--- src/rtl/fp_mul_norm_round_pkg.sv ---
// Shared widths and the stage-1 register layout for the multiplier
// normalize/round back end.
package fp_pkg;

    localparam int PROD_W = 24;
    localparam int MANT_W = 12;
    localparam int FRAC_W = 11;
    localparam int EXP_W  = 6;
    localparam int EIN_W  = 8;
    localparam int BIAS   = 31;
    // Internal exponent width: wide enough that e+1+1+BIAS never wraps.
    localparam int EW     = 10;

    typedef struct packed {
        logic                 sign;
        logic signed [EW-1:0] e;
        logic [MANT_W-1:0]    mant;
        logic                 guard;
        logic                 sticky;
        logic                 zero;
    } s1_t;

    function automatic s1_t normalize(input logic [PROD_W-1:0] prod,
                                      input logic [EIN_W-1:0]  exp_in,
                                      input logic              sign_in);
        s1_t                 r;
        logic signed [EW-1:0] e_ext;
        e_ext  = {{(EW-EIN_W){exp_in[EIN_W-1]}}, exp_in};
        r.sign = sign_in;
        r.zero = (prod == '0);
        if (prod[PROD_W-1]) begin
            r.mant   = prod[PROD_W-1:PROD_W-MANT_W];
            r.guard  = prod[PROD_W-MANT_W-1];
            r.sticky = |prod[PROD_W-MANT_W-2:0];
            r.e      = e_ext + EW'(1);
        end else begin
            r.mant   = prod[PROD_W-2:PROD_W-MANT_W-1];
            r.guard  = prod[PROD_W-MANT_W-2];
            r.sticky = |prod[PROD_W-MANT_W-3:0];
            r.e      = e_ext;
        end
        return r;
    endfunction

endpackage

--- src/rtl/fp_mul_norm_round_if.sv ---
// Valid/ready input and result channels of fp_mul_norm_round.
interface fp_mul_norm_round_if;

    logic                        in_valid;
    logic                        in_ready;
    logic [fp_pkg::PROD_W-1:0]   prod;
    logic [fp_pkg::EIN_W-1:0]    exp_in;
    logic                        sign_in;

    logic                        out_valid;
    logic                        out_ready;
    logic                        sign_out;
    logic [fp_pkg::EXP_W-1:0]    exp_out;
    logic [fp_pkg::FRAC_W-1:0]   frac_out;
    logic                        overflow;
    logic                        underflow;
    logic                        inexact;

    modport slave (
        input  in_valid, prod, exp_in, sign_in, out_ready,
        output in_ready, out_valid, sign_out, exp_out, frac_out,
               overflow, underflow, inexact
    );

    modport master (
        output in_valid, prod, exp_in, sign_in, out_ready,
        input  in_ready, out_valid, sign_out, exp_out, frac_out,
               overflow, underflow, inexact
    );

endinterface

--- src/rtl/fp_mul_norm_round_rne.sv ---
// Round-to-nearest-even plus exponent biasing and range clamping
// (flush-to-zero, saturate to max exponent on overflow).
module fp_round_rne
    import fp_pkg::*;
#(
    parameter int BIAS = fp_pkg::BIAS
) (
    input  s1_t               s1,
    output logic              sign_out,
    output logic [EXP_W-1:0]  exp_out,
    output logic [FRAC_W-1:0] frac_out,
    output logic              overflow,
    output logic              underflow,
    output logic              inexact
);

    localparam logic signed [EW-1:0] EMAX  = EW'((1 << EXP_W) - 1);
    localparam logic signed [EW-1:0] EZERO = '0;

    logic                 round_up;
    logic [MANT_W:0]      sum;
    logic [MANT_W-1:0]    mant_r;
    logic signed [EW-1:0] e_r;
    logic signed [EW-1:0] biased;

    always_comb begin
        round_up = s1.guard & (s1.sticky | s1.mant[0]);
        sum      = {1'b0, s1.mant} + {{MANT_W{1'b0}}, round_up};
        // Carry out of an all-ones mantissa renormalizes to 1.000... one binade up.
        if (sum[MANT_W]) begin
            mant_r = {1'b1, {(MANT_W-1){1'b0}}};
            e_r    = s1.e + EW'(1);
        end else begin
            mant_r = sum[MANT_W-1:0];
            e_r    = s1.e;
        end
        biased = e_r + EW'(BIAS);

        sign_out  = s1.sign;
        exp_out   = biased[EXP_W-1:0];
        frac_out  = mant_r[FRAC_W-1:0];
        overflow  = 1'b0;
        underflow = 1'b0;
        inexact   = s1.guard | s1.sticky;

        if (s1.zero) begin
            exp_out  = '0;
            frac_out = '0;
            inexact  = 1'b0;
        end else if (biased >= EMAX) begin
            exp_out  = '1;
            frac_out = '0;
            overflow = 1'b1;
            inexact  = 1'b1;
        end else if (biased <= EZERO) begin
            exp_out   = '0;
            frac_out  = '0;
            underflow = 1'b1;
            inexact   = 1'b1;
        end
    end

endmodule

--- src/rtl/fp_mul_norm_round.sv ---
// Two-stage elastic pipeline: stage 1 normalizes the raw significand
// product, stage 2 registers the rounded, range-checked result.
module fp_mul_norm_round
    import fp_pkg::*;
#(
    parameter int BIAS = fp_pkg::BIAS
) (
    input logic               clk,
    input logic               rstn,
    fp_mul_norm_round_if.slave bus
);

    s1_t               s1_q;
    logic              s1_valid;
    logic              s2_ready;
    logic              s1_ready;

    logic              r_sign;
    logic [EXP_W-1:0]  r_exp;
    logic [FRAC_W-1:0] r_frac;
    logic              r_ovf;
    logic              r_unf;
    logic              r_inx;

    logic              out_valid_q;
    logic              sign_q;
    logic [EXP_W-1:0]  exp_q;
    logic [FRAC_W-1:0] frac_q;
    logic              ovf_q;
    logic              unf_q;
    logic              inx_q;

    assign s2_ready     = ~out_valid_q | bus.out_ready;
    assign s1_ready     = ~s1_valid | s2_ready;
    assign bus.in_ready = s1_ready;

    always_ff @(posedge clk or negedge rstn) begin
        if (!rstn) begin
            s1_valid <= 1'b0;
            s1_q     <= '0;
        end else if (s1_ready) begin
            s1_valid <= bus.in_valid;
            if (bus.in_valid)
                s1_q <= normalize(bus.prod, bus.exp_in, bus.sign_in);
        end
    end

    fp_round_rne #(.BIAS(BIAS)) u_round (
        .s1        (s1_q),
        .sign_out  (r_sign),
        .exp_out   (r_exp),
        .frac_out  (r_frac),
        .overflow  (r_ovf),
        .underflow (r_unf),
        .inexact   (r_inx)
    );

    // Output registers only move when the consumer can take a new result,
    // so a stalled result stays bit-stable.
    always_ff @(posedge clk or negedge rstn) begin
        if (!rstn) begin
            out_valid_q <= 1'b0;
            sign_q      <= 1'b0;
            exp_q       <= '0;
            frac_q      <= '0;
            ovf_q       <= 1'b0;
            unf_q       <= 1'b0;
            inx_q       <= 1'b0;
        end else if (s2_ready) begin
            out_valid_q <= s1_valid;
            if (s1_valid) begin
                sign_q <= r_sign;
                exp_q  <= r_exp;
                frac_q <= r_frac;
                ovf_q  <= r_ovf;
                unf_q  <= r_unf;
                inx_q  <= r_inx;
            end
        end
    end

    assign bus.out_valid = out_valid_q;
    assign bus.sign_out  = sign_q;
    assign bus.exp_out   = exp_q;
    assign bus.frac_out  = frac_q;
    assign bus.overflow  = ovf_q;
    assign bus.underflow = unf_q;
    assign bus.inexact   = inx_q;

endmodule

--- src/flat_wrapper.sv ---
// flat-port wrapper written by rule: the top's interface ports become plain ports
module fp_mul_norm_round_flat import fp_pkg::*;
#(
    parameter int BIAS = fp_pkg::BIAS
)
  (clk, rstn, bus_in_valid, bus_prod, bus_exp_in, bus_sign_in, bus_out_ready, bus_in_ready, bus_out_valid, bus_sign_out, bus_exp_out, bus_frac_out, bus_overflow, bus_underflow, bus_inexact);
  fp_mul_norm_round_if bus_i ();
  input logic clk;
  input logic rstn;
  input wire logic [$bits(bus_i.in_valid)-1:0] bus_in_valid;
  input wire logic [$bits(bus_i.prod)-1:0] bus_prod;
  input wire logic [$bits(bus_i.exp_in)-1:0] bus_exp_in;
  input wire logic [$bits(bus_i.sign_in)-1:0] bus_sign_in;
  input wire logic [$bits(bus_i.out_ready)-1:0] bus_out_ready;
  output wire logic [$bits(bus_i.in_ready)-1:0] bus_in_ready;
  output wire logic [$bits(bus_i.out_valid)-1:0] bus_out_valid;
  output wire logic [$bits(bus_i.sign_out)-1:0] bus_sign_out;
  output wire logic [$bits(bus_i.exp_out)-1:0] bus_exp_out;
  output wire logic [$bits(bus_i.frac_out)-1:0] bus_frac_out;
  output wire logic [$bits(bus_i.overflow)-1:0] bus_overflow;
  output wire logic [$bits(bus_i.underflow)-1:0] bus_underflow;
  output wire logic [$bits(bus_i.inexact)-1:0] bus_inexact;
  assign bus_i.in_valid = bus_in_valid;
  assign bus_i.prod = bus_prod;
  assign bus_i.exp_in = bus_exp_in;
  assign bus_i.sign_in = bus_sign_in;
  assign bus_i.out_ready = bus_out_ready;
  assign bus_in_ready = bus_i.in_ready;
  assign bus_out_valid = bus_i.out_valid;
  assign bus_sign_out = bus_i.sign_out;
  assign bus_exp_out = bus_i.exp_out;
  assign bus_frac_out = bus_i.frac_out;
  assign bus_overflow = bus_i.overflow;
  assign bus_underflow = bus_i.underflow;
  assign bus_inexact = bus_i.inexact;
  fp_mul_norm_round #(.BIAS(BIAS)) u_core (.clk(clk), .rstn(rstn), .bus(bus_i));
endmodule
--- config.mk ---
export PLATFORM = sky130hd
export DESIGN_NAME = fp_mul_norm_round_flat
export DESIGN_NICKNAME = d
export VERILOG_FILES = /design/src/rtl/fp_mul_norm_round_pkg.sv /design/src/rtl/fp_mul_norm_round_if.sv /design/src/rtl/fp_mul_norm_round_rne.sv /design/src/rtl/fp_mul_norm_round.sv /design/src/flat_wrapper.sv
export SDC_FILE = /design/constraint.sdc
export NUM_CORES = 1
export LEC_CHECK = 0
export ABC_CLOCK_PERIOD_IN_PS = 5340
export CELL_PAD_IN_SITES_DETAIL_PLACEMENT = 0
export CELL_PAD_IN_SITES_GLOBAL_PLACEMENT = 1
export CORE_MARGIN = 2
export CORE_UTILIZATION = 39
export DETAILED_ROUTE_END_ITERATION = 12
export PLACE_DENSITY = 0.85
export SYNTH_ARGS = -nofsm -noshare
export SYNTH_HDL_FRONTEND = slang
export SYNTH_SLANG_ARGS = --single-unit
--- constraint.sdc ---
create_clock -name clk -period 5.34 [get_ports clk]
set_clock_uncertainty 0.1 [all_clocks]
set_input_delay 0.534 -clock clk [delete_from_list [all_inputs] [get_ports clk]]
set_output_delay 0.534 -clock clk [all_outputs]
set_load 0.03 [all_outputs]
# After elaboration in Yosys (flattened, before gate mapping)
# Cells that the tools add are included.
# classes
n_addsub	4
magnitude_cmp	2
n_mux	17
n_bitwise	7
reduce_logical	5
# op_table
op	count
2-to-1 mux 11 bit	4
zero test 24 bit	1
2-to-1 mux 24 bit	1
2-to-1 mux 6 bit	3
adder 12 x 1 -> 13 bit	1
OR reduction 11 bit	1
adder 10 x 2 -> 10 bit, second input constant	1
adder 10 x 6 -> 10 bit, second input constant	1
>= comparator 10 x 7 -> 1 bit, second input constant	1
less-or-equal comparator 10 x 1 -> 1 bit, second input constant	1
2-to-1 mux 10 bit	1
OR reduction 10 bit	1
adder 8 x 2 -> 9 bit, second input constant	1
2-to-1 mux 1 bit	8
bitwise OR 1 bit	4
AND reduction 2 bit	2
NOT 1 bit	2
bitwise AND 1 bit	1
# totals
ff_bits	49
input_bits	37
out_inout_bits	23
wordCells	49

# Logic depth before layout (Yosys ltp)
# Gate-level depths: netlist of the first run.
# logic_depth
depth_word	9
ltp_mapped	15
depth_no_buf	13

# By module
# Synthesis of the first run repeated with hierarchy kept, for this count alone.
# hier_totals
cells_unflattened	324
area_unflattened_um2	3338.2
# by_module_without_submodules
module	instances	cells_per_inst	area_per_inst_um2	seq_area_each_um2
fp_mul_norm_round	1	176	2158.3	1201.2
fp_round_rne	1	148	1179.9	0.0

# Least setup slack after synthesis of the first run
# No wires, ideal clock.
# synth_timing
kind	register to register
startpoint	register u_core.s1_q[1] (netlist name)
endpoint	register u_core.frac_q[5] (netlist: u_core.bus.frac_out[5])
setup_time_ns	0.095
t_arrival_ns	3.512
required_ns	5.145
path_slack_ns	1.633
stages_incl_launch_ff	16
path_buffers	2
synth_period_minus_slack_ns	3.707
cell_sequence	dfrtp_1 -> o21a_1 -> ha_1 -> ha_1 -> nand4_2 -> or4_1 -> buf_2 -> xor2_1 -> ha_1 -> nand4_1 -> o2bb2ai_1 -> xnor2_2 -> nand3_4 -> or3_4 -> buf_6 -> o31ai_1
# synth_via
elab_chain_len	9
word_cells_on_any_way	11
classes_between	add/sub: 2; order compare: 2; mux: 5; bitwise: 2
# synth_lines
element	line_no	source
start: declaration	fp_mul_norm_round.sv:13	s1_t s1_q;
start signal: assignment	fp_mul_norm_round.sv:44	s1_q <= normalize(bus.prod, bus.exp_in, bus.sign_in);
bitwise OR 1 bit *	fp_mul_norm_round_rne.sv:27	round_up = s1.guard & (s1.sticky | s1.mant[0]);
bitwise AND 1 bit *	fp_mul_norm_round_rne.sv:27	
adder 12 x 1 -> 13 bit *	fp_mul_norm_round_rne.sv:28	sum = {1'b0, s1.mant} + {{MANT_W{1'b0}}, round_up};
2-to-1 mux 10 bit	fp_mul_norm_round_rne.sv:30	if (sum[MANT_W]) begin
adder 10 x 6 -> 10 bit	fp_mul_norm_round_rne.sv:37	biased = e_r + EW'(BIAS);
less-or-equal comparator 10 x 1 -> 1 bit	fp_mul_norm_round_rne.sv:55	end else if (biased <= EZERO) begin
2-to-1 mux 11 bit	fp_mul_norm_round_rne.sv:55	
2-to-1 mux 11 bit *	fp_mul_norm_round_rne.sv:50	end else if (biased >= EMAX) begin
2-to-1 mux 11 bit *	fp_mul_norm_round_rne.sv:46	if (s1.zero) begin
end signal: assignment	fp_mul_norm_round.sv:74	frac_q <= r_frac;
end: declaration	fp_mul_norm_round.sv:28	logic [FRAC_W-1:0] frac_q;
# Every way passes the cells marked *; elsewhere a longest branch is shown, timed or not.
# A chain may end at the register's enable or synchronous reset.

# Worst setup path after layout of the first run
# Ends and elaborated chain as after synthesis.

==> flow_summary_export.csv, run 1 <==
group,metric,value,unit
synthesis,netlist_instances,340,
routing,highest_layer,"met4",
cells_and_area,layout_common_cells,"nand2_1 (58), clkdlybuf4s50_1 (58), dfrtp_1 (48)",
floorplanning,row_count,31,
placed_design,dp_cells,481,
floorplanning,fp.dieW,91.7,um
sta,setup_tns,0,ns
sta,drv_slew,0,
routing,drtIter0Drc,132,
synthesis,synthFlopType,"dfrtp_1",
synthesis,syn_area_per_cell,8.83,sq um
synthesis,yosysWarnings,0,
status,outcome,"finished clean",
power,p_leak,1.51,nW
setup_path,path_max_fanout,12,
floorplanning,ios,60,
clock_network,cts_root_buffer,"clkbuf_8",
setup_path,worst-setup-path-type,"reg -> reg",
synthesis,ys_types,47,
clock_network,clock_latency,0.29,ns
placed_design,dp_hpwl,5.17,mm
routing,wl_met1,3.26,mm
setup_path,cp_slowest_cell,"or4_1",
floorplanning,core,7370,sq um
clock_network,tritoncts,"built",
power,ir_drop,0.156,mV
sta,rsz0062_at_grt,"no",
synthesis,async_flop_share,100,%
sta,max_slew_margin,28.7,%
sta,max_clock_freq,238,MHz
grt,grt_pass1_wl,11.3,mm
setup_path,crit_chain,"o21a_1 > ha_1 > ha_1 > nand4_2 > or4_1 > xor2_1 > ha_1 > nand4_1 > o2bb2ai_1 > xnor2_2 > nand3_4 > or3_4 > o31ai_1",
routing,ant_nets,0,
setup_path,start_kind,"flip-flop",
placed_design,io_buffers,59,
clock_network,cts_hold_buffers,0,
grt,grt_pass1_vias,2332,
cells_and_area,layout-drive-gt1-share,6.41,%
routing,drtPass1Iterations,4,
sta,setup_viol,0,
placed_design,dp_slack,1.14,ns
cells_and_area,multi_input_area,1670,sq um
routing,vias,2567,
routing,drc,0,
sta,min_period_over_period,78.7,%
routing,vias_per_cell,5.25,
cells_and_area,nets,433,
power,pwr_density_cell,291,nW/um^2
routing,avgRoutedWirePerCell,13.6,um
cells_and_area,fin_area,3740,sq um
cells_and_area,n_antenna_cell,0,
clock_network,cts_made_buffers,5,
floorplanning,die_y,91.7,um
clock_network,htreeDepth,2,
grt,overflow,0,
grt,grt_max_degree,50,
setup_path,slowest_delay,0.71,ns
worst_hold_path,worstHoldPathType,"in -> async",
clock_network,cts-resized-gates,0,
routing,route.met3.wl,331,um
setup_path,worstPathArrival,4.30,ns
setup_path,r2r_cells,13,
synthesis,ys_seq_elements,48,
sta,worst_pin_slew,1.06,ns
routing,finalWirelength,6.64,mm
setup_path,cp_common_cell,"ha_1",
grt,grt_usage,16.3,%
job,drv_cap,0,
placed_design,place.gp.congestion,0.840,
setup_path,path_buf_inv,0,
placed_design,place_area,3630,sq um
synthesis,yosysSeqAreaShare,40.0,%
cells_and_area,area_growth,24.6,%
grt,antenna_found_initial,0,
clock_network,cts_setup_buffers,0,
synthesis,synth-edff-count,0,
cells_and_area,stdcell_count,489,
synthesis,syn_area,3000,sq um
clock_network,clk_pin_slew,0.09,ns
floorplanning,die_area,8410,sq um
cells_and_area,nFillCells,717,
sta,hold_violations,0,
sta,fin_ws,1.14,ns
routing,wl_met2,3.01,mm
setup_path,cp.required,5.44,ns
setup_path,cp.depth,13,
clock_network,cts_num_sinks,48,
clock_network,cts_buffer_depth,2,
setup_path,end_kind,"flip-flop",
setup_path,crit_family,"simple AND/OR/NAND/NOR gates",
floorplanning,start_util,40.7,%
synthesis,synth_fp_nets,384,
cells_and_area,regArea,1200,sq um
sta,period_minus_slack,4.20,ns
[logic make-up after synthesis]
kind of cell / count (synthesis) / share of synthesized area (%)
and+or+nand+nor: 147 / 25.1
AOI/OAI and AO/OA: 64 / 13.0
DFF: 48 / 40.0
buffers and inverters: 29 / 4.21
xor gates and xnor gates: 26 / 7.84
muxes: 19 / 7.00
adders and majority gates: 7 / 2.92
[final timing paths]
| check | end | slack [ns] | start |
|---|---|---|---|
| max | u_core.bus.frac_out[5] | 1.14 | u_core.s1_q[1] |
| min | u_core.bus.frac_out[6] | 0.31 | rstn |
| max reg2reg | u_core.bus.frac_out[5] | 1.14 | u_core.s1_q[1] |
| min reg2reg | u_core.bus.exp_out[2] | 0.38 | u_core.bus.exp_out[2] |
| max in group asynchronous | u_core.s1_q[23] | 4.20 | rstn |
| min in group clk | u_core.bus.exp_out[2] | 0.38 | u_core.bus.exp_out[2] |
[power breakdown]
group | internal [W] | switching (W) | total, W
Clock | 0.000139 | 0.000112 | 0.000251
Combinational | 0.000157 | 0.000200 | 0.000357
Sequential | 0.000418 | 0.0000640 | 0.000483
Total | 0.000715 | 0.000376 | 0.00109
[stage by stage]
stage / hold WS [ns] / power (W) / util, %
4_1_cts: 0.344 / 0.00110 / 50.8
2_1_floorplan: 0.138 / 0.000706 / -
5_1_grt: 0.387 / 0.00116 / 50.8
6_report: 0.311 / 0.00109 / 50.8
3_5_place_dp: 0.371 / 0.000849 / 49.3
3_3_place_gp: 0.362 / 0.000844 / 49.3
[layer usage]
metal  up-vias  GRT usage [%]
li1       1311              -
met3         4           2.38
met5         -              0
met1      1185           23.8
met4         0           2.99
met2        67           26.0
[cell usage after synthesis (2+ instances only)]
master    number  area share [%]
nand2_1       58             7.3
dfrtp_1       48              40
o21ai_0       33             5.5
nor2_1        22             2.8
xnor2_1       16             4.7
mux2i_1       15             5.0
clkbuf_1      14             1.8
nor4_1        13             2.7
nand4_1       12             2.5
inv_1         11             1.4
nand3_1       11             1.8
xor2_1         9             2.6
ha_1           7             2.9
o31ai_1        7             1.8
o21ai_1        6             1.0
nor3_1         5            0.83
a21oi_1        4            0.67
and3_1         4            0.83
nand2b_1       3            0.63
nand4_2        3             1.3
or4_1          3            0.75
a21boi_0       2            0.50
buf_2          2            0.33
buf_6          2            0.75
mux2_2         2            0.75
nand3b_1       2            0.50
nor2b_1        2            0.42
nor3b_1        2            0.50
o211ai_1       2            0.50
or3_1          2            0.42
or3_4          2            0.75
[registers in the layout, indices dropped and copies added (netlist names)]
signal                count
u_core.bus.sign_out       1
u_core.s1_valid           1
u_core.bus.exp_out        6
u_core.bus.out_valid      1
u_core.bus.underflow      1
u_core.bus.frac_out      11
u_core.bus.inexact        1
u_core.s1_q              25
u_core.bus.overflow       1
[worst register-to-register path, stage by stage (launching register included)]
cell,delay (ns)
dfrtp_1,0.37
o21a_1,0.13
ha_1,0.15
ha_1,0.21
nand4_2,0.29
or4_1,0.71
xor2_1,0.32
ha_1,0.34
nand4_1,0.17
o2bb2ai_1,0.22
xnor2_2,0.23
nand3_4,0.15
or3_4,0.47
o31ai_1,0.25
[cell type report]
cell class / count / share of cell area (%)
clock buffers: 6 / 1.94
inverters: 11 / 1.10
flip-flops and latches: 48 / 32.1
repair buffers: 60 / 15.9
well taps: 99 / 3.31
multi-input cells: 263 / 44.7
clock inverters: 2 / 0.936
Note: power is estimated with default switching activity, not from simulation.
==> inputs of run 2 (changes only) <==
ABC_CLOCK_PERIOD_IN_PS = 3700   (was 5340)
CORE_UTILIZATION = 35   (was 39)
PLACE_DENSITY = 0.81   (was 0.85)
clock period = 3.7 ns   (was 5.34 ns; I/O delays follow)
==> run 2 against run 1 <==
Wire length rose by 7.7%. Sequential share of layout area fell by 2.2 points. Via count grew 3.5%. Final area up 7.4%. Critical path depth unchanged. Combinational power rose by 69%. Die area rose by 11%. Critical endpoint is now u_core.bus.inexact. Highest routed layer unchanged. Sequential cell count is the same. Clock power grew 53%. Utilization is 2.1 points lower.
==> flow_summary_export.csv, run 2 (synthesis results as in run 1) <==
group,metric,value,unit
grt,grt_usage,15.2,%
routing,drc,0,
grt,grt_pass1_vias,2502,
routing,vias_per_cell,5.11,
clock_network,cts_num_sinks,48,
setup_path,worst-setup-path-type,"reg -> reg",
cells_and_area,utilization,48.7,%
grt,overflow,0,
cells_and_area,layout_common_cells,"nand2_1 (58), clkdlybuf4s50_1 (58), dfrtp_1 (48)",
cells_and_area,area_growth,33.9,%
placed_design,io_buffers,59,
setup_path,cp.required,3.79,ns
setup_path,r2r_cells,13,
clock_network,cts_root_buffer,"clkbuf_8",
floorplanning,row_count,33,
placed_design,place.gp.congestion,0.849,
routing,avgRoutedWirePerCell,13.8,um
setup_path,crit_path_start,"u_core.s1_q[3]",
setup_path,end_kind,"flip-flop",
sta,max_slew_margin,13.6,%
sta,max_clock_freq,277,MHz
setup_path,critical_path.reg2reg.endpoint,"u_core.bus.inexact",
clock_network,clk_pin_slew,0.09,ns
cells_and_area,layout-drive-gt1-share,15.2,%
routing,vias,2658,
routing,route.met3.wl,341,um
cells_and_area,multi_input_area,1760,sq um
floorplanning,start_util,36.3,%
sta,hold_violations,0,
routing,wl_met2,3.34,mm
cells_and_area,regArea,1200,sq um
clock_network,cts_buffer_depth,2,
status,outcome,"finished clean",
routing,finalWirelength,7.16,mm
cells_and_area,largest_register_ffs,25,
floorplanning,ios,60,
placed_design,place_area,3760,sq um
sta,setup_tns,0,ns
clock_network,cts_made_buffers,5,
floorplanning,core,8260,sq um
setup_path,path_max_fanout,4,
sta,period_minus_slack,3.61,ns
worst_hold_path,worstHoldPathType,"in -> async",
job,drv_cap,0,
routing,ant_nets,0,
clock_network,cts_hold_buffers,0,
placed_design,dp_hpwl,5.46,mm
clock_network,clock_latency,0.30,ns
sta,drv_slew,0,
sta,min_period_over_period,97.6,%
setup_path,worstPathArrival,3.70,ns
grt,antenna_found_initial,0,
floorplanning,die_area,9330,sq um
setup_path,r2r-start,"u_core.s1_q[3]",
cells_and_area,fin_area,4020,sq um
floorplanning,fp.dieW,96.6,um
grt,grt_max_degree,50,
power,pwr_density_cell,417,nW/um^2
clock_network,tritoncts,"built",
grt,grt_pass1_wl,11.9,mm
sta,rsz0062_at_grt,"yes",
routing,highest_layer,"met4",
power,ir_drop,0.260,mV
routing,wl_met1,3.39,mm
clock_network,htreeDepth,2,
cells_and_area,nFillCells,789,
cells_and_area,stdcell_count,520,
cells_and_area,n_antenna_cell,0,
cells_and_area,largest-register,"u_core.s1_q",
setup_path,worstSetupEndpoint,"u_core.bus.inexact",
placed_design,dp_cells,503,
routing,drtIter0Drc,179,
sta,worst_pin_slew,1.28,ns
routing,drtPass1Iterations,4,
cells_and_area,nets,458,
setup_path,rrSetupSlack,0.09,ns
power,p_leak,1.62,nW
setup_path,start_kind,"flip-flop",
floorplanning,die_y,96.6,um
sta,setup_viol,0,
-- run 2: worst max-delay path: stages (launching register included) --
cell and delay, ns:
dfrtp_1 0.38, o21a_1 0.13, ha_2 0.21, ha_4 0.17, nand4_4 0.10, or4_4 0.58, mux2i_2 0.23, ha_2 0.23
nand4_1 0.15, o2bb2ai_2 0.19, xnor2_2 0.24, nand3_4 0.13, or3_1 0.34, a221o_1 0.32
-- run 2: worst min-delay path by stage --
stage	slack, ns	startpoint	cells after the start	to
after detailed placement	0.37	u_core.bus.exp_out[0]	2	u_core.bus.exp_out[0]
final	0.14	rstn	1	u_core.s1_valid
after CTS	0.18	rstn	1	u_core.s1_valid
after global placement	0.36	u_core.bus.exp_out[4]	2	u_core.bus.exp_out[4]
after floorplan	-0.03	rstn	0	u_core.bus.exp_out[0]
after global routing	0.23	rstn	1	u_core.s1_valid
-- run 2: layer usage --
metal,vias up,GRT usage [%]
li1,1364,-
met1,1218,21.1
met2,67,24.8
met3,9,2.53
met4,0,3.90
met5,-,0
-- run 2: layout make-up --
| cell class | instances | area share, % |
|---|---|---|
| clock buffers | 5 | 1.71 |
| inverters | 11 | 1.03 |
| well taps | 105 | 3.27 |
| repair buffers | 84 | 19.2 |
| multi-input cells | 264 | 43.7 |
| flip-flops and latches | 48 | 29.9 |
| clock inverters | 3 | 1.15 |
-- run 2: metrics by stage --
step,total power (W),hold WS (ns),setup WS [ns]
floorplan,0.00102,-0.0256,0.0141
global route,0.00178,0.233,-0.0362
CTS,0.00166,0.179,0.0408
global placement,0.00125,0.365,0.112
finish,0.00168,0.139,0.0906
detailed placement,0.00126,0.370,-0.0281
-- run 2: where the power goes --
part / total [W] / switching (W) / internal [W]
combinational: 0.000602 / 0.000323 / 0.000279
sequential: 0.000690 / 0.0000864 / 0.000604
clock: 0.000384 / 0.000181 / 0.000204
total: 0.00168 / 0.000590 / 0.00109
-- run 2: timing repair --
action                     CTS  global route
pin swaps                    0             8
gates cloned                 0             1
gates resized for setup      1            13
setup endpoints to repair    7            14
setup buffers                1             7
==> inputs of run 3 (changes only) <==
ABC_CLOCK_PERIOD_IN_PS = default   (was 3700)
==> results of run 3 <==
The final DEF is identical to that of run 2; final timing and power are the same.
